`src/rtl/mem_tx_scheduler.sv`:
```
// Shares the serial TX pins between the instruction prefetcher and the data port:
// header, address payload and optional write-data payload, with a read-outstanding limit.
// Optional build macro MEM_TX_ROUND_ROBIN_EN: round-robin tie-break instead of fixed data-port priority.
module mem_tx_scheduler #(
  parameter int IO_BITS         = 2,
  parameter int PAYLOAD_CYCLES  = 8,
  parameter int CMD_BITS        = 4,
  parameter int MAX_OUTSTANDING = 2,
  localparam int CNT_W          = $clog2(PAYLOAD_CYCLES) + 1,
  localparam int OUT_W          = $clog2(MAX_OUTSTANDING + 1)
) (
  input  logic                clk,
  input  logic                reset,
  input  logic                pf_valid,
  input  logic [CMD_BITS-1:0] pf_cmd,
  input  logic [IO_BITS-1:0]  pf_data,
  output logic                pf_started,
  output logic                pf_data_next,
  input  logic                dp_valid,
  input  logic                dp_write,
  input  logic [CMD_BITS-1:0] dp_cmd,
  input  logic [IO_BITS-1:0]  dp_data,
  output logic                dp_started,
  output logic                dp_data_next,
  input  logic                rx_reply_done,
  output logic [IO_BITS-1:0]  tx_pins,
  output logic                tx_active,
  output logic [CNT_W-1:0]    tx_counter,
  output logic                tx_done,
  output logic [OUT_W-1:0]    outstanding
);

  localparam int HDR_CYCLES = CMD_BITS / IO_BITS;
  localparam int HDR_CW     = (HDR_CYCLES > 1) ? $clog2(HDR_CYCLES) : 1;

  localparam logic [OUT_W-1:0]  OUT_MAX   = OUT_W'(MAX_OUTSTANDING);
  localparam logic [CNT_W-1:0]  ADDR_LAST = CNT_W'(PAYLOAD_CYCLES - 1);
  localparam logic [CNT_W-1:0]  DATA_LAST = CNT_W'(2 * PAYLOAD_CYCLES - 1);
  localparam logic [HDR_CW-1:0] HDR_LOAD  = HDR_CW'(HDR_CYCLES - 1);

  typedef enum logic [1:0] {
    S_IDLE,
    S_HEADER,
    S_ADDR,
    S_DATA
  } state_t;

  state_t              state_q, state_d;
  logic [CMD_BITS-1:0] hdr_q, hdr_d;
  logic [HDR_CW-1:0]   hdr_left_q, hdr_left_d;
  logic [CNT_W-1:0]    cnt_q, cnt_d;
  logic                owner_pf_q, owner_pf_d;
  logic                write_q, write_d;
  logic [OUT_W-1:0]    outstanding_q, outstanding_d;

  logic pf_elig, dp_elig;
  logic grant_pf, grant_dp;
  logic read_grant, reply_dec;

`ifdef MEM_TX_ROUND_ROBIN_EN
  logic last_pf_q;
`endif

  // Grants are suppressed while reset is asserted so no strobe escapes a reset cycle.
  always_comb begin
    pf_elig  = pf_valid && (outstanding_q < OUT_MAX);
    dp_elig  = dp_valid && (dp_write || (outstanding_q < OUT_MAX));
    grant_pf = 1'b0;
    grant_dp = 1'b0;
    if ((state_q == S_IDLE) && !reset) begin
`ifdef MEM_TX_ROUND_ROBIN_EN
      if (pf_elig && dp_elig) begin
        grant_pf = !last_pf_q;
        grant_dp = last_pf_q;
      end else begin
        grant_pf = pf_elig;
        grant_dp = dp_elig;
      end
`else
      grant_dp = dp_elig;
      grant_pf = pf_elig && !dp_elig;
`endif
    end
  end

  always_comb begin
    state_d      = state_q;
    hdr_d        = hdr_q;
    hdr_left_d   = hdr_left_q;
    cnt_d        = cnt_q;
    owner_pf_d   = owner_pf_q;
    write_d      = write_q;
    pf_started   = 1'b0;
    dp_started   = 1'b0;
    pf_data_next = 1'b0;
    dp_data_next = 1'b0;
    tx_pins      = '0;
    tx_active    = 1'b0;
    tx_counter   = '0;
    tx_done      = 1'b0;

    case (state_q)
      S_IDLE: begin
        if (grant_dp) begin
          dp_started = 1'b1;
          hdr_d      = dp_cmd;
          owner_pf_d = 1'b0;
          write_d    = dp_write;
          hdr_left_d = HDR_LOAD;
          state_d    = S_HEADER;
        end else if (grant_pf) begin
          pf_started = 1'b1;
          hdr_d      = pf_cmd;
          owner_pf_d = 1'b1;
          write_d    = 1'b0;
          hdr_left_d = HDR_LOAD;
          state_d    = S_HEADER;
        end
      end

      S_HEADER: begin
        tx_active = 1'b1;
        tx_pins   = hdr_q[IO_BITS-1:0];
        hdr_d     = hdr_q >> IO_BITS;
        if (hdr_left_q == '0) begin
          cnt_d   = '0;
          state_d = S_ADDR;
        end else begin
          hdr_left_d = hdr_left_q - 1'b1;
        end
      end

      S_ADDR, S_DATA: begin
        tx_active    = 1'b1;
        tx_counter   = cnt_q;
        tx_pins      = owner_pf_q ? pf_data : dp_data;
        pf_data_next = owner_pf_q;
        dp_data_next = !owner_pf_q;
        cnt_d        = cnt_q + 1'b1;
        if ((state_q == S_ADDR) && (cnt_q == ADDR_LAST)) begin
          if (write_q) begin
            state_d = S_DATA;
          end else begin
            tx_done = 1'b1;
            cnt_d   = '0;
            state_d = S_IDLE;
          end
        end else if ((state_q == S_DATA) && (cnt_q == DATA_LAST)) begin
          tx_done = 1'b1;
          cnt_d   = '0;
          state_d = S_IDLE;
        end
      end

      default: state_d = S_IDLE;
    endcase
  end

  // A reply arriving with nothing outstanding is spurious and dropped.
  always_comb begin
    read_grant    = grant_pf || (grant_dp && !dp_write);
    reply_dec     = rx_reply_done && (outstanding_q != '0);
    outstanding_d = outstanding_q;
    if (read_grant && !reply_dec && (outstanding_q < OUT_MAX)) begin
      outstanding_d = outstanding_q + 1'b1;
    end else if (reply_dec && !read_grant) begin
      outstanding_d = outstanding_q - 1'b1;
    end
  end

  assign outstanding = outstanding_q;

  always_ff @(posedge clk) begin
    if (reset) begin
      state_q       <= S_IDLE;
      hdr_q         <= '0;
      hdr_left_q    <= '0;
      cnt_q         <= '0;
      owner_pf_q    <= 1'b0;
      write_q       <= 1'b0;
      outstanding_q <= '0;
    end else begin
      state_q       <= state_d;
      hdr_q         <= hdr_d;
      hdr_left_q    <= hdr_left_d;
      cnt_q         <= cnt_d;
      owner_pf_q    <= owner_pf_d;
      write_q       <= write_d;
      outstanding_q <= outstanding_d;
    end
  end

`ifdef MEM_TX_ROUND_ROBIN_EN
  always_ff @(posedge clk) begin
    if (reset) begin
      last_pf_q <= 1'b0;
    end else if (grant_pf || grant_dp) begin
      last_pf_q <= grant_pf;
    end
  end
`endif

endmodule

```
`config.mk`:
```
export PLATFORM = sky130hd
export DESIGN_NAME = mem_tx_scheduler
export DESIGN_NICKNAME = d
export VERILOG_FILES = /design/src/rtl/mem_tx_scheduler.sv
export SDC_FILE = /design/constraint.sdc
export NUM_CORES = 1
export LEC_CHECK = 0
export ABC_AREA = 1
export CAP_MARGIN = 0
export CORE_UTILIZATION = 48
export CTS_CLUSTER_SIZE = 16
export DETAILED_ROUTE_END_ITERATION = 8
export GPL_ROUTABILITY_DRIVEN = 0
export HOLD_SLACK_MARGIN = 0.05
export MAX_ROUTING_LAYER = met4
export PLACE_DENSITY_LB_ADDON = 0.08
export SLEW_MARGIN = 20
export SYNTH_ARGS = -nofsm -noshare
export SYNTH_HDL_FRONTEND = slang
export SYNTH_SLANG_ARGS = --single-unit
```
`constraint.sdc`:
```
create_clock -name clk -period 3.7 [get_ports clk]
set_clock_uncertainty 0.1 [all_clocks]
set_input_delay 0.37 -clock clk [delete_from_list [all_inputs] [get_ports clk]]
set_output_delay 0.37 -clock clk [all_outputs]
set_load 0.03 [all_outputs]
```
==> results.toml <==
[routing]
wl_per_cell_um = 9.93
first_pass_iters = 4
route.detailed.drc = 0
via_per_inst = 4.93
via_count = 1025
totalWireLength_um = 2070
drt_iter0_markers = 10
final_antenna_net_count = 0

[place]
numPortBuffers = 31
placedInstanceArea_um2 = 1280
place_hpwl_um = 1650

[cts]
cts_buffers = 3
clk_pin_slew_ns = 0.08
tritoncts = "done"
cts_hold_buf = 0
max-clock-path-buffers = 2
cts.repair_timing.setup_buffer_count = 0
cts_sinks = 15
post_cts_resized = 0
clk_latency_ns = 0.28
cts_max_level = 1
clk_root_buffer_cell = "clkbuf_4"

[global_route]
overflow = 0
grt_max_degree = 12
grt_pass1_vias = 880
grt_antenna_before_repair = 0
gr-usage-all-layers_pct = 23.2
grt_pass1_wl_um = 3460

[logic_synthesis]
syn_area_um2 = 966
synthesis.instances = 151
netlist.area_leader.share_pct = 31.1
ys_ff_latch = 15
ys_warn_count = 0
syn_nets = 170
syn_area_per_cell_um2 = 6.40
synthTopCellsByArea = "dfxtp_1, nand2_1, inv_1"
yosys.cell_types.count = 24
yosysSeqAreaShare_pct = 31.1
yosysTopAreaCell = "dfxtp_1"

[worst_setup_path]
path_class = "in -> out"
cp_slowest_cell = "clkdlybuf4s50_1"
critical_path.startpoint_type = "input port"
max_stage_delay_ns = 0.67
path_max_fanout = 11
crit_chain = "clkdlybuf4s50_1 -> nor2_8 -> nand2_2 -> clkinv_2 -> clkdlybuf4s50_1"
end_kind = "primary output"
worst_path_most_repeated_cell = "clkdlybuf4s50_1"
critPathRequiredTime_ns = 3.23
crit_arrival_ns = 2.25

[floorplan]
die_w_um = 46.9
coreArea_um2 = 1800
rows = 15
die_area_um2 = 2200
start_util_pct = 53.6
die_h_um = 46.9
ios = 32

[sta]
setup_violations = 0
hold_viol_final = 0
rsz0062_at_grt = "no"
max_slew_margin_pct = 64.5
fin_crit_ns = 2.72
slew_viol_final = 0
tns_ns = 0
fmax_ghz = 0.367
worst_pin_slew_ns = 0.531
fin_crit_sh_pct = 73.6

[layout]
nets = 203
final_area_um2 = 1310
layout-drive-gt1-share_pct = 8.20
antenna_cells = 0
utilization_pct = 72.5
area_growth_syn_to_layout_pct = 35.2

[power]
clockPowerShare_pct = 15.5
p_switching_uw = 257
seqPwrFrac_pct = 36.3
power.internal_uw = 346
leakagePower_nw = 0.645
p_sw_share_pct = 42.7
p_comb_share_pct = 48.3
vdd_drop_max_v = 0.000267
powerDensity_nw_per_um2 = 461

[run_status]
outcome = "complete, no violations"

[hold_path]
hp-class = "reg -> reg"

[flow_run]
maxCapViolations = 0
worst max-delay path: cells and delay by family:
family	cells	cell delay [ns]
buffers and inverters	3	1.44
AND/OR/NAND/NOR	2	0.44
flip-flops by register name, indices dropped and copies added, names as in the netlist:
signal	count
owner_pf_q	1
outstanding	2
write_q	1
hdr_left_q	1
hdr_q	4
state_q	2
cnt_q	4
worst paths after layout:
check,endpoint,startpoint,cells past startpoint,slack (ns)
min,hdr_q[3],hdr_q[3],2,0.37
min reg2reg,hdr_q[3],hdr_q[3],2,0.37
max reg2reg,hdr_q[0],state_q[1],9,1.96
max,dp_started,reset,5,0.98
per-stage QoR:
step                cells  total power [mW]  hold slack [ns]  setup WS (ns)
global route          208             0.649            0.405          0.876
global placement      204             0.504            0.359           1.01
floorplan             151             0.430            0.344           1.71
CTS                   208             0.604            0.374          0.956
detailed placement    204             0.513            0.362          0.969
finish                208             0.603            0.373          0.977
power groups by stage:
stage / registers (mW) / logic [mW] / clock network, mW
finish: 0.219 / 0.291 / 0.0931
global placement: 0.222 / 0.283 / 0
global route: 0.223 / 0.321 / 0.105
floorplan: 0.216 / 0.214 / 0
detailed placement: 0.222 / 0.291 / 0
CTS: 0.218 / 0.292 / 0.0930
logic make-up (layout without fill, tap and decap cells):
group           count (synthesis)  count (layout)  share of synthesized area (%)
flops                          15              15                           31.1
compound gates                 23              23                           13.6
fa+ha+maj                       1               1                           1.30
simple gates                   84              84                           40.8
buf+inv                        28              60                           13.2
final cells by class:
cell class | instances | area [um^2]
Timing Repair Buffer | 31 | 310
Multi-Input combinational cell | 108 | 538
Clock buffer | 4 | 26.3
Sequential cell | 15 | 300
Tap cell | 25 | 31.3
Fill cell | 176 | 495
Inverter | 25 | 100
placed cells by master (no fill, tap or decap):
cell type and instances:
a21oi_1 11, a21oi_4 1, a22oi_1 1, clkbuf_1 1, clkbuf_4 3, clkdlybuf4s50_1 31
clkinv_2 1, dfxtp_1 15, ha_1 1, inv_1 22, inv_2 1, inv_6 1
nand2_1 41, nand2_2 3, nand2_4 2, nand3_1 11, nand3_2 1, nand3b_1 3
nand4_1 2, nor2_1 18, nor2_2 1, nor2_8 1, nor3_1 1, o21a_1 1
o21ai_0 9
metal layers:
layer	GRT usage, %	wire length, um	part of all wire [%]
met1	26.1	937	45
met2	37.8	957	46
met3	6.15	122	5.9
met4	11.4	48	2.3
met5	-	0	0
cell usage after synthesis:
| cell | count |
|---|---|
| nor2_1 | 18 |
| nand3_1 | 11 |
| inv_2 | 1 |
| clkinv_2 | 1 |
| nand2_2 | 3 |
| nor3_1 | 1 |
| buf_6 | 2 |
| inv_1 | 22 |
| a21oi_1 | 11 |
| dfxtp_1 | 15 |
| nand3b_1 | 3 |
| a22oi_1 | 1 |
| nand2_4 | 2 |
| nor2_8 | 1 |
| o21a_1 | 1 |
| inv_6 | 1 |
| ha_1 | 1 |
| nand2_1 | 41 |
| a21oi_4 | 1 |
| nand4_1 | 2 |
| buf_2 | 1 |
| nor2_2 | 1 |
| nand3_2 | 1 |
| o21ai_0 | 9 |
(Power assumes the default switching activity.)
==> RTL edit 1 (same flow settings) <==
Re-encode `state_t` (4 states) as one-hot, 4 bits wide.
--- a/src/rtl/mem_tx_scheduler.sv
+++ b/src/rtl/mem_tx_scheduler.sv
@@ -39,9 +39,9 @@
   localparam logic [HDR_CW-1:0] HDR_LOAD  = HDR_CW'(HDR_CYCLES - 1);
 
-  typedef enum logic [1:0] {
-    S_IDLE,
-    S_HEADER,
-    S_ADDR,
-    S_DATA
+  typedef enum logic [3:0] {
+    S_IDLE   = 4'b0001,
+    S_HEADER = 4'b0010,
+    S_ADDR   = 4'b0100,
+    S_DATA   = 4'b1000
   } state_t;
 
Formal check against the unedited RTL: no difference found for any inputs over 10 cycles, from zero or initial values and one cycle with reset high; not proved beyond that.
==> RTL edit 1 against the unedited design <==
Design area grew 11%; area after synthesis grew 13%; cell count grew 11%; sequential cell count grew 2; die area grew 13%; worst setup slack lost 220 ps; power grew 31%; worst hold slack gained 14 ps; sequential power grew 15%; via count grew 13%; routed wire length grew 16%.
==> RTL edit 1: results (changes against the unedited design) <==
[status]
status = finished, final reports clean

[logic_synthesis]
synth_fp_nets = 189  ; +11%
synthTopCellsByCount = 46 x nand2_1, 24 x inv_1, 17 x dfxtp_1, 17 x nor2_1
ys_top_cells_by_area = dfxtp_1 31%, nand2_1 16%, inv_1 8.2%
yosysSeqAreaShare_pct = 31.2  ; +0.069 points
ys_types = 23  ; -4.2%

[global_route]
grt_pass1_wl_mm = 4.20  ; +21%
grt_pass1_vias = 1055  ; +20%
grt_start_max_net_pins = 12  ; unchanged

[cells_and_area]
fin_nets = 223  ; +9.9%
fill_cells = 189  ; +7.4%
layout-drive-gt1-share_pct = 13.3  ; +5.1 points
reg_top3 = cnt_q x4, hdr_q x4, state_q x4

[critical_path]
r2r_cells = 8  ; -1
slowest_delay_ps = 710  ; +40 ps
crit_arrival_ps = 2470  ; +220 ps
ff2ff_setup_slack_ps = 2080  ; +120 ps
r2r-start = cnt_q[1]

[timing]
tightest_slew_ps = 394  ; -137 ps
timing.hold.ws_ps = 387  ; +13.9 ps

[placed_design]
dp_hpwl_mm = 1.97  ; +19%

[detailed_routing]
vias_per_cell = 5.03  ; +2.1%
avgRoutedWirePerCell_um = 10.4  ; +4.8%
drt_iter0_markers = 25  ; +15

[power_and_ir_drop]
vdd_drop_max_v = 0.000356  ; +33%
switching_share_pct = 46.4  ; +3.8 points
power_leakage_nw = 0.660  ; +2.3%

[clocking]
clk_pin_slew_ps = 110  ; +30 ps

-- RTL edit 1: cell types whose count changed after synthesis, moves of 4 or more --
cell,before,now
inv_2,1,5
nand3_2,1,6
nor2_2,1,5
nand2_1,41,46
o21ai_0,9,4
-- RTL edit 1: worst max path at each step --
stage / slack [ps] / startpoint / end
3_5_place_dp: 750 / reset / dp_started
6_report: 760 / reset / dp_started
4_1_cts: 740 / reset / dp_started
5_1_grt: 620 / reset / dp_started
2_1_floorplan: 1650 / cnt_q[1] / tx_done
3_3_place_gp: 820 / reset / dp_started
-- RTL edit 1: cell type report --
class                           instances  share of cell area [%]
Clock buffer                            3                    1.55
Inverter                               29                    7.51
Sequential cell                        17                    23.5
Clock inverter                          1                   0.345
Multi-Input combinational cell        122                    43.4
Timing Repair Buffer                   31                    21.4
Tap cell                               27                    2.33
-- RTL edit 1: stage by stage --
step / std cells / total power [mW] / worst slack (ps) / util (%) / area (um2)
final: 230 / 0.789 / 755 / 71.0 / 1450
after CTS: 230 / 0.794 / 741 / 71.0 / 1450
after floorplan: 170 / 0.583 / 1650 / - / 1090
after detailed placement: 226 / 0.695 / 747 / 69.6 / 1420
after global placement: 226 / 0.687 / 823 / 69.6 / 1420
after global routing: 230 / 0.857 / 616 / 71.0 / 1450
-- RTL edit 1: routing by layer --
metal / track usage [%] / wire, um
met1: 25.8 / 1070
met3: 4.01 / 117
met4: 4.29 / 7
met5: - / 0
met2: 40.1 / 1200
-- RTL edit 1: power by group through the flow --
stage	combinational, mW	sequential [mW]	clock [mW]
floorplan	0.325	0.257	0
global placement	0.432	0.254	0
detailed placement	0.439	0.256	0
CTS	0.440	0.252	0.102
global route	0.488	0.257	0.112
finish	0.436	0.252	0.101
-- RTL edit 1: worst reg2reg max path: stages (launching register included) --
cell	delay (ps)
dfxtp_1	400
ha_1	220
nand2_1	80
nor2_1	120
nand3_1	100
o21ai_0	270
nor2_2	80
nand2_1	70
a21oi_1	60
-- RTL edit 1: logic make-up (layout without fill, tap and decap cells) --
logic type      after synthesis  count (layout)  share of synthesized area [%]
simple gates                 94              94                           41.4
buf+inv                      31              64                           11.3
compound gates               26              26                           14.2
flops                        17              17                           31.2
fa+ha+maj                     1               1                           1.15
xor+xnor                      1               1                          0.802
==> RTL edit 2 (config.mk and constraints unchanged) <==
Made on the original files. Add a define of `MEM_TX_ROUND_ROBIN_EN`.
--- a/src/rtl/mem_tx_scheduler.sv
+++ b/src/rtl/mem_tx_scheduler.sv
@@ -2,4 +2,6 @@
 // header, address payload and optional write-data payload, with a read-outstanding limit.
 // Optional build macro MEM_TX_ROUND_ROBIN_EN: round-robin tie-break instead of fixed data-port priority.
+`define MEM_TX_ROUND_ROBIN_EN
+
 module mem_tx_scheduler #(
   parameter int IO_BITS         = 2,
Check against the original RTL: not equivalent (a bounded check fails within 4 cycles, from zero or initial values and one cycle with reset high).
==> RTL edit 2 against the unedited design <==
Worst setup slack worse by 130 ps; power grew 10%; routed wire length is 2.4% higher; area after synthesis increased by 2.5%; worst hold slack gained 1.1 ps; clock power is 0.8% higher; sequential cell count is 1 higher; design area up 2.1%; critical path type unchanged; largest power group unchanged; highest routed layer unchanged.
==> RTL edit 2: results (changes against the unedited design) <==
[timing]
min_period_ps = 2860  ; +133 ps
max_slew_margin_pct = 71.3  ; +6.9 points
timing.hold.ws_ps = 375  ; +1.08 ps

[global_route]
grt_pass1_wl_mm = 3.48  ; +0.61%
grt_pass1_vias = 890  ; +1.1%
track_usage_pct = 22.8  ; -0.39 points

[detailed_routing]
vias = 1052  ; +2.6%
avgRoutedWirePerCell_um = 9.79  ; -1.4%
drt_iter0_markers = 20  ; +10
first_pass_iters = 4  ; unchanged

[logic_synthesis]
ys_top_cells_by_area = dfxtp_1 32%, nand2_1 17%, inv_1 11%
synth_fp_nets = 177  ; +4.1%
yosysSeqAreaShare_pct = 32.4  ; +1.3 points
synth_warnings = 0  ; unchanged
netlist_instances = 158  ; +4.6%
synth_compound_area_share_pct = 14.8  ; +1.2 points
ys_types = 25  ; +4.2%
synth_edf_count = 0  ; unchanged
synth_adder_area_share_pct = 1.26  ; -0.031 points
synthTopCellsByCount = 44 x nand2_1, 28 x inv_1, 16 x dfxtp_1

[critical_path]
crit_start = reset
r2r-start = state_q[1]
crit_arrival_ps = 2390  ; +140 ps
crit_path_top_delay_cell = clkdlybuf4s50_1
r2r-end = hdr_q[1]
ff2ff_setup_slack_ps = 1920  ; -40 ps
crit_path_end = dp_started

[placed_design]
pre_cts_ws_ps = 822  ; -147 ps
dp_hpwl_mm = 1.71  ; +3.2%
place_area_um2 = 1310  ; +2.4%
io_buffer_count = 31  ; unchanged

[power_and_ir_drop]
vdd_drop_max_v = 0.000369  ; +38%
power_leakage_nw = 0.648  ; +0.43%
power_frac_clock_pct = 14.1  ; -1.4 points
sequentialPower_mw = 0.251  ; +15%
p_int_mw = 0.377  ; +9.2%
powerClk_mw = 0.0938  ; +0.8%

[cells_and_area]
reg_top3 = cnt_q x4, hdr_q x4
layout-drive-gt1-share_pct = 7.94  ; -0.26 points
final_cells = 216  ; +3.8%
fin_nets = 210  ; +3.4%

[worst_hold_path]
min_path_type = reg2reg

[status]
status = finished, final reports clean

RTL edit 2: cell types whose count changed after synthesis, moves of 2 or more:
| cell | unedited run | this run |
|---|---|---|
| nor2_4 | 0 | 2 |
| nand2_4 | 2 | 0 |
| nand3_1 | 11 | 13 |
| nor2_2 | 1 | 3 |
| nand2_1 | 41 | 44 |
| nand3b_1 | 3 | 0 |
| inv_1 | 22 | 28 |
| nor2_1 | 18 | 13 |
RTL edit 2: layer usage:
metal / track usage [%] / wire length, um
met5: - / 0
met1: 28.4 / 938
met2: 35.1 / 993
met4: 13.1 / 69
met3: 2.69 / 114
RTL edit 2: critical path, delay by kind of cell:
kind | cells | cell delay [ps]
and+or+nand+nor | 3 | 400
buffers and inverters | 4 | 1610
RTL edit 2: area by class of cell:
| type | count | area [um2] |
|---|---|---|
| fill | 193 | 608 |
| multi-input combinational | 109 | 533 |
| sequential | 16 | 320 |
| timing repair buffer | 31 | 310 |
| inverter | 30 | 114 |
| tap | 27 | 33.8 |
| clock buffer | 3 | 22.5 |
